[config.mk]
export PLATFORM = sky130hd
export DESIGN_NAME = shift_arbiter
export DESIGN_NICKNAME = d
export VERILOG_FILES = /design/src/rtl/shift_arbiter.sv
export SDC_FILE = /design/constraint.sdc
export NUM_CORES = 1
export LEC_CHECK = 0
export ABC_AREA = 1
export CAP_MARGIN = 5
export CELL_PAD_IN_SITES_DETAIL_PLACEMENT = 1
export CELL_PAD_IN_SITES_GLOBAL_PLACEMENT = 1
export CORE_ASPECT_RATIO = 0.9
export CORE_UTILIZATION = 40
export CTS_CLUSTER_DIAMETER = 100
export DETAILED_ROUTE_END_ITERATION = 12
export PLACE_DENSITY_LB_ADDON = 0.1
export SYNTH_ARGS = -nofsm -noshare
export SYNTH_HDL_FRONTEND = slang
export SYNTH_SLANG_ARGS = --single-unit
export TNS_END_PERCENT = 1
[constraint.sdc]
create_clock -name clk -period 3.74 [get_ports clk]
set_input_delay 0.748 -clock clk [delete_from_list [all_inputs] [get_ports clk]]
set_output_delay 0.748 -clock clk [all_outputs]
set_load 0.02 [all_outputs]
[src/rtl/shift_arbiter.sv]
// Shares one 8-bit shift/rotate datapath between two requesters: round-robin grant (fixed priority with SHIFT_ARB_FIXED_PRIO_EN).
// Latency: accept at T, EXEC at T+1, registered result valid from T+2; 3-cycle issue interval.
// Backpressure: result held in DONE until o_ready; no request is accepted while busy.
module shift_arbiter (
    input  logic       clk,
    input  logic       nrst,
    input  logic       v0,
    input  logic       v1,
    output logic       rdy0,
    output logic       rdy1,
    input  logic [7:0] i0,
    input  logic [7:0] i1,
    input  logic [3:0] n0,
    input  logic [3:0] n1,
    input  logic       ar0,
    input  logic       ar1,
    input  logic       lr0,
    input  logic       lr1,
    input  logic       rot0,
    input  logic       rot1,
    output logic [7:0] o,
    output logic       o_id,
    output logic       o_valid,
    input  logic       o_ready
);

    typedef enum logic [1:0] {IDLE, EXEC, DONE} state_t;

    state_t     state, state_nxt;
    logic       gnt1;
    logic       take;
    logic [7:0] op_i;
    logic [3:0] op_n;
    logic       op_ar, op_lr, op_rot, op_id;
    logic [3:0] samt, ramt;
    logic [7:0] res;

`ifdef SHIFT_ARB_FIXED_PRIO_EN
    assign gnt1 = v1 & ~v0;
`else
    // last served port; reset value 1 lets port 0 win the first tie
    logic last;
    assign gnt1 = v1 & (~v0 | ~last);

    always_ff @(posedge clk or negedge nrst) begin
        if (!nrst)
            last <= 1'b1;
        else if (take)
            last <= gnt1;
    end
`endif

    always_ff @(posedge clk or negedge nrst) begin
        if (!nrst)
            state <= IDLE;
        else
            state <= state_nxt;
    end

    always_comb begin
        state_nxt = state;
        take      = 1'b0;
        rdy0      = 1'b0;
        rdy1      = 1'b0;
        o_valid   = 1'b0;
        case (state)
            IDLE: begin
                // gated by nrst so ready stays low while reset is held
                rdy0 = nrst & v0 & ~gnt1;
                rdy1 = nrst & gnt1;
                take = v0 | v1;
                if (take)
                    state_nxt = EXEC;
            end
            EXEC: state_nxt = DONE;
            DONE: begin
                o_valid = 1'b1;
                if (o_ready)
                    state_nxt = IDLE;
            end
            default: state_nxt = IDLE;
        endcase
    end

    always_ff @(posedge clk or negedge nrst) begin
        if (!nrst) begin
            op_i   <= 8'h00;
            op_n   <= 4'h0;
            op_ar  <= 1'b0;
            op_lr  <= 1'b0;
            op_rot <= 1'b0;
            op_id  <= 1'b0;
        end else if (take) begin
            op_i   <= gnt1 ? i1   : i0;
            op_n   <= gnt1 ? n1   : n0;
            op_ar  <= gnt1 ? ar1  : ar0;
            op_lr  <= gnt1 ? lr1  : lr0;
            op_rot <= gnt1 ? rot1 : rot0;
            op_id  <= gnt1;
        end
    end

    // shifts saturate at 8, rotates wrap modulo 8
    always_comb begin
        samt = op_n[3] ? 4'd8 : op_n;
        ramt = {1'b0, op_n[2:0]};
        res  = 8'h00;
        if (op_rot)
            res = op_lr ? ((op_i << ramt) | (op_i >> (4'd8 - ramt)))
                        : ((op_i >> ramt) | (op_i << (4'd8 - ramt)));
        else if (op_lr)
            res = op_i << samt;
        else if (op_ar)
            res = $unsigned($signed(op_i) >>> samt);
        else
            res = op_i >> samt;
    end

    always_ff @(posedge clk or negedge nrst) begin
        if (!nrst) begin
            o    <= 8'h00;
            o_id <= 1'b0;
        end else if (state == EXEC) begin
            o    <= res;
            o_id <= op_id;
        end
    end

endmodule

==> impl_metrics.toml, run 1 <==
[run_status]
outcome = "finished, final reports clean"

[layout]
drive_above_1_share = 0.0805
fin_nets = 534
diodes = 0
syn2layout_area_growth_pct = 19.0
final_cell_mix = "169 x nand2_1, 70 x nand3_1, 46 x clkdlybuf4s50_1, 32 x inv_1, 32 x nor2_1"
final_common_cell = "nand2_1"

[sta]
skew_ns = 0.00732
fin_tns_setup_ns = 0
finalCriticalPeriod_ns = 3.34
setup_viol = 0
rsz0062_at_grt = "false"
fmax_mhz = 300
fin_ws_ns = 0.402
relSlewSlack = 0.451
post-route-period-util = 0.892
worstMarginPinSlew_ns = 0.823
drv_slew = 0
hold_viol = 0

[floorplan]
die_height_microns = 81.1
pin_count = 47
row_count = 28
die-area_sq_um = 7300
start_util = 0.418
die_w_microns = 89.9
core_sq_um = 6660

[clocking]
post_cts_resized = 0
cts-root-buf = "clkbuf_8"
clk_pin_slew_ns = 0.10
htreeDepth = 1
cts-buffers-inserted = 3
hold_buffers = 0
clock_path_buffers = 2
tritoncts = "yes"
clk_latency_ns = 0.29
cts.sinks = 28
cts_setup_buffers = 0

[setup_path]
rr_worst_depth = 11
path_cells = "clkdlybuf4s50_1 -> nand2_1 -> nand2_1 -> inv_1 -> nand2_1 -> nor2_1 -> clkdlybuf4s50_1"
rrSetupSlack_ns = 0.61
start_kind = "input pin"
reg2reg_to = "o[5]"
slowest_delay_ns = 0.63
critical_path_arrival_ns = 2.59
worstReg2RegStart = "op_n[0]"
required_ns = 2.99
path_class = "input pin to primary output"
cp_common_cell = "nand2_1"
critPathSlowestCell = "clkdlybuf4s50_1"
endpoint_kind = "primary output"
cp_max_fo = 17

[route]
vias = 3380
wl_per_cell_microns = 17.7
routed_wl_mm = 10.4
dr.pass1.iters = 5
via_per_inst = 5.76
dr.first_iter.drc_count = 269
drc = 0
drtAntennaViolNets = 0

[global_route]
first_global_vias = 3374
track_usage = 0.295
grt_pass1_wl_mm = 17.0
grt-ovfl-total = 0
antenna_found_initial = 0
grt_max_degree = 32

[yosys]
synth-async-reset-ratio = 1.00
syn_avg_cell_area_sq_um = 5.99
synth_fp_nets = 501
syn_area_sq_um = 2780
synthDistinctLibCells = 35
ys.flop_type = "dfrtp_1"
synth-edff-count = 0
ys_warn_count = 0
syn_inst = 465
synthDominantCellAreaShare = 0.243
synth_seq_cells = 28
ys_seq_area_frac = 0.252
synth_top_cell_by_area = "dfrtp_1"
synth_area_leaders = "dfrtp_1 24%, nand2_1 23%, nand3_1 13%, o21ai_0 5.0%, inv_1 4.3%"

[pwr]
ir_drop_v = 0.000435
power_leakage_nw = 1.61
finalPower_mw = 3.77
power.density_nw_per_um2 = 1140

[placement]
dpl.hpwl_mm = 7.77
pre_cts_slack_ns = 0.400
gp_congestion = 0.896
port_buffers = 46

[flow_run]
maxCapViolCount = 0

[hold_path]
hold_depth = 2
hp-class = "flop to flop"
hp-start = "last"
whs_endpoint = "last"
==> worst max-delay path: cells and delay by family <==
kind                   cells  cell delay (ns)
buffers and inverters      3             1.39
AND/OR/NAND/NOR            4             0.44
==> worst max path at each step <==
stage | start | end | slack [ns] | cells after the start
final | v0 | rdy1 | 0.40 | 7
after global routing | v0 | rdy1 | 0.26 | 7
after CTS | v0 | rdy1 | 0.39 | 7
after detailed placement | v0 | rdy1 | 0.40 | 7
after global placement | v0 | rdy1 | 0.51 | 7
after floorplan | v0 | rdy1 | 1.29 | 6
==> state kept, by name, indices dropped and copies added, names as in the netlist, 2 cells and up <==
signal,flops
op_n,4
state,2
o,8
op_i,8
==> metrics by stage <==
step / instance area [sq um] / util / hold slack [ns] / cells
after floorplan: 2780 / - / 0.444 / 465
after global placement: 3260 / 0.489 / 0.461 / 583
after detailed placement: 3260 / 0.489 / 0.473 / 583
after CTS: 3310 / 0.498 / 0.491 / 587
after global routing: 3310 / 0.498 / 0.501 / 587
final: 3310 / 0.498 / 0.483 / 587
==> cells by family (layout without fill, tap and decap cells) <==
family	after synthesis	in the layout	synth area share
adders and majority gates	1	1	0.00449
and+or+nand+nor	292	292	0.462
AOI/OAI and AO/OA	81	81	0.173
xor gates and xnor gates	2	2	0.00899
buffers and inverters	61	93	0.0993
DFF	28	28	0.252
==> final cells by class <==
class | instances | area [sq um]
Multi-Input combinational cell | 376 | 1810
Fill cell | 918 | 3340
Sequential cell | 28 | 702
Timing Repair Buffer | 50 | 490
Clock buffer | 4 | 55.1
Tap cell | 90 | 113
Inverter | 39 | 148
==> Yosys cell counts, types with 2 or more instances <==
library cell,instances
clkbuf_1,11
o22ai_1,14
inv_2,6
o21ai_2,6
a31oi_1,3
buf_6,3
nand4_1,3
o21ai_1,11
nand3_1,70
nand2_1,169
o211ai_1,12
o21ai_0,28
inv_1,32
nand2_2,5
nor2_1,32
a21oi_1,6
nor2_4,2
nand2_4,4
dfrtp_1,27
buf_2,6
==> per-layer routing <==
layer	vias to the layer above	wire, microns	global-route usage
li1	1602	-	-
met1	1644	4880	0.400
met2	119	4850	0.517
met3	15	503	0.0234
met4	0	154	0.0694
met5	-	0	0
==> power breakdown <==
group	internal, mW	switching, mW
sequential	0.453	0.257
combinational	0.928	1.94
clock	0.0947	0.105
total	1.48	2.30
(Power assumes the default switching activity.)
==> run 2: changes to the inputs <==
--- a/config.mk
+++ b/config.mk
@@ -14,6 +14,7 @@
 export CTS_CLUSTER_DIAMETER = 100
 export DETAILED_ROUTE_END_ITERATION = 12
 export PLACE_DENSITY_LB_ADDON = 0.1
+export SLEW_MARGIN = 0
 export SYNTH_ARGS = -nofsm -noshare
 export SYNTH_HDL_FRONTEND = slang
 export SYNTH_SLANG_ARGS = --single-unit
==> results of run 2 <==
No change in the layout: final DEF, timing and power equal those of run 1.
==> run 3: changes to the inputs <==
--- a/config.mk
+++ b/config.mk
@@ -10,10 +10,12 @@
 export CELL_PAD_IN_SITES_DETAIL_PLACEMENT = 1
 export CELL_PAD_IN_SITES_GLOBAL_PLACEMENT = 1
 export CORE_ASPECT_RATIO = 0.9
+export CORE_MARGIN = 3
 export CORE_UTILIZATION = 40
 export CTS_CLUSTER_DIAMETER = 100
 export DETAILED_ROUTE_END_ITERATION = 12
 export PLACE_DENSITY_LB_ADDON = 0.1
+export RECOVER_POWER = 50
 export SLEW_MARGIN = 0
 export SYNTH_ARGS = -nofsm -noshare
 export SYNTH_HDL_FRONTEND = slang
==> impl_metrics.toml, run 3 (synthesis gave the netlist of run 1 again) <==
[setup_path]
slowest_delay_ns = 0.61
worstReg2RegStart = "op_n[0]"
cpLargestDelayFamily = "buffers and inverters"
start_kind = "input pin"
worst-path-stages = 7
rr_worst_depth = 11
cp_max_fo = 17
path_class = "input pin to primary output"
crit_path_end = "rdy1"
endpoint_kind = "primary output"
path_buf_inv = 3
cp_common_cell = "nand2_1"
reg2reg_to = "o[4]"
rrSetupSlack_ns = 0.66
crit_start = "v0"
critical_path_arrival_ns = 2.70
required_ns = 2.99
critPathSlowestCell = "clkdlybuf4s50_1"
path_cells = "dlygate4sd3_1 -> nand2_1 -> nand2_1 -> inv_1 -> nand2_1 -> nor2_1 -> clkdlybuf4s50_1"

[floorplan]
die_height_microns = 85.1
die-area_sq_um = 8000
start_util = 0.418
core_sq_um = 6660
row_count = 28
die_w_microns = 93.9
pin_count = 47

[layout]
fin_nets = 534
final_cells = 587
final_cell_mix = "169 x nand2_1, 70 x nand3_1, 40 x clkdlybuf4s50_1, 32 x inv_1, 32 x nor2_1"
ff_latch_area_sq_um = 702
multi_input_area_sq_um = 1810
fill_cells = 930
diodes = 0
final_common_cell = "nand2_1"
reg_top3 = "o x8, op_i x8, op_n x4"
syn2layout_area_growth_pct = 18.5
final_design_area_no_fill_sq_um = 3300
drive_above_1_share = 0.0765

[clocking]
hold_buffers = 0
clock_path_buffers = 2
post_cts_resized = 0
htreeDepth = 1
tritoncts = "yes"
clk_latency_ns = 0.28
cts-root-buf = "clkbuf_8"
cts-buffers-inserted = 3
cts.sinks = 28
clk_pin_slew_ns = 0.11
cts_setup_buffers = 0

[placement]
place_inst = 583
gp_congestion = 0.948
pre_cts_slack_ns = 0.422
dpl.hpwl_mm = 8.13
port_buffers = 46
dpl_cell_area_sq_um = 3260

[pwr]
power.density_nw_per_um2 = 1130
pwr-share-seq = 0.193
p_comb_frac = 0.759
intPower_mw = 1.45
power_leakage_nw = 1.60
ir_drop_v = 0.000430
pwr-share-clk = 0.048
p_sw_mw = 2.28
finalPower_mw = 3.73
swShare = 0.611

[global_route]
track_usage = 0.278
grt-ovfl-total = 0
antenna_found_initial = 1
grt_max_degree = 32
grt_pass1_wl_mm = 17.7
first_global_vias = 3577

[route]
routed_wl_mm = 10.6
dr.first_iter.drc_count = 257
wl_per_cell_microns = 18.0
via_per_inst = 5.80
vias = 3404
drc = 0
dr.pass1.iters = 4
drtAntennaViolNets = 0

[run_status]
violations = "max-capacitance violations"
outcome = "finished with violations"

[hold_path]
hp-start = "o[0]"
hp-class = "flop to flop"

[sta]
fin_tns_setup_ns = 0
worstMarginPinSlew_ns = 1.50
finalCriticalPeriod_ns = 3.45
skew_ns = 0.00910
relSlewSlack = 0.00165
drv_slew = 0
fmax_mhz = 290
setup_viol = 0
rsz0062_at_grt = "false"
hold_viol = 0
fin_ws_ns = 0.290
post-route-period-util = 0.922

[flow_run]
maxCapViolCount = 1
[run 3: cell count changes in the layout (fill, tap and decap cells not counted)]
cell,change
clkbuf_8,-1
buf_4,-1
dlygate4sd3_1,+6
clkdlybuf4s50_1,-6
clkbuf_1,+2
[run 3: how the worst min path moves through the flow]
| stage | end | slack, ns | cells after the start |
|---|---|---|---|
| after floorplan | last | 0.44 | 2 |
| after global placement | o[2] | 0.46 | 2 |
| after detailed placement | o[4] | 0.47 | 2 |
| after CTS | last | 0.49 | 2 |
| after global routing | o[0] | 0.52 | 2 |
| final | o[0] | 0.49 | 2 |
[run 3: through the flow]
stage | util | hold slack (ns)
CTS | 0.496 | 0.493
floorplan | - | 0.444
finish | 0.496 | 0.487
global route | 0.496 | 0.524
detailed placement | 0.489 | 0.472
global placement | 0.489 | 0.462
[run 3: power by group through the flow]
stage,combinational [mW],clock [mW],sequential (mW)
after floorplan,2.11,0,0.623
after global placement,2.69,0,0.703
after detailed placement,2.79,0,0.714
after CTS,2.80,0.181,0.711
after global routing,3.18,0.191,0.740
final,2.83,0.180,0.721
[run 3: routing by layer]
| metal | routed length (microns) | GRT usage | vias up |
|---|---|---|---|
| li1 | - | - | 1606 |
| met1 | 4710 | 0.371 | 1655 |
| met2 | 5050 | 0.472 | 120 |
| met3 | 635 | 0.0390 | 21 |
| met4 | 179 | 0.0709 | 2 |
| met5 | 13 | 0 | - |
[run 3: cell type report]
type | instances | share of cell area
timing repair buffer | 50 | 0.148
tap | 90 | 0.0341
clock buffer | 4 | 0.0137
multi-input combinational | 376 | 0.547
sequential | 28 | 0.213
inverter | 39 | 0.0447
[run 3: worst reg2reg max path: stages, from the launching register on]
cell and delay, ns:
dfrtp_1 0.76, inv_2 0.28, ha_1 0.75, inv_1 0.40, nand2_1 0.19, inv_1 0.07, o211ai_1 0.17, nand3_1 0.10
nand3_1 0.09, nand2_1 0.07, nand2_1 0.06, nand2_1 0.05
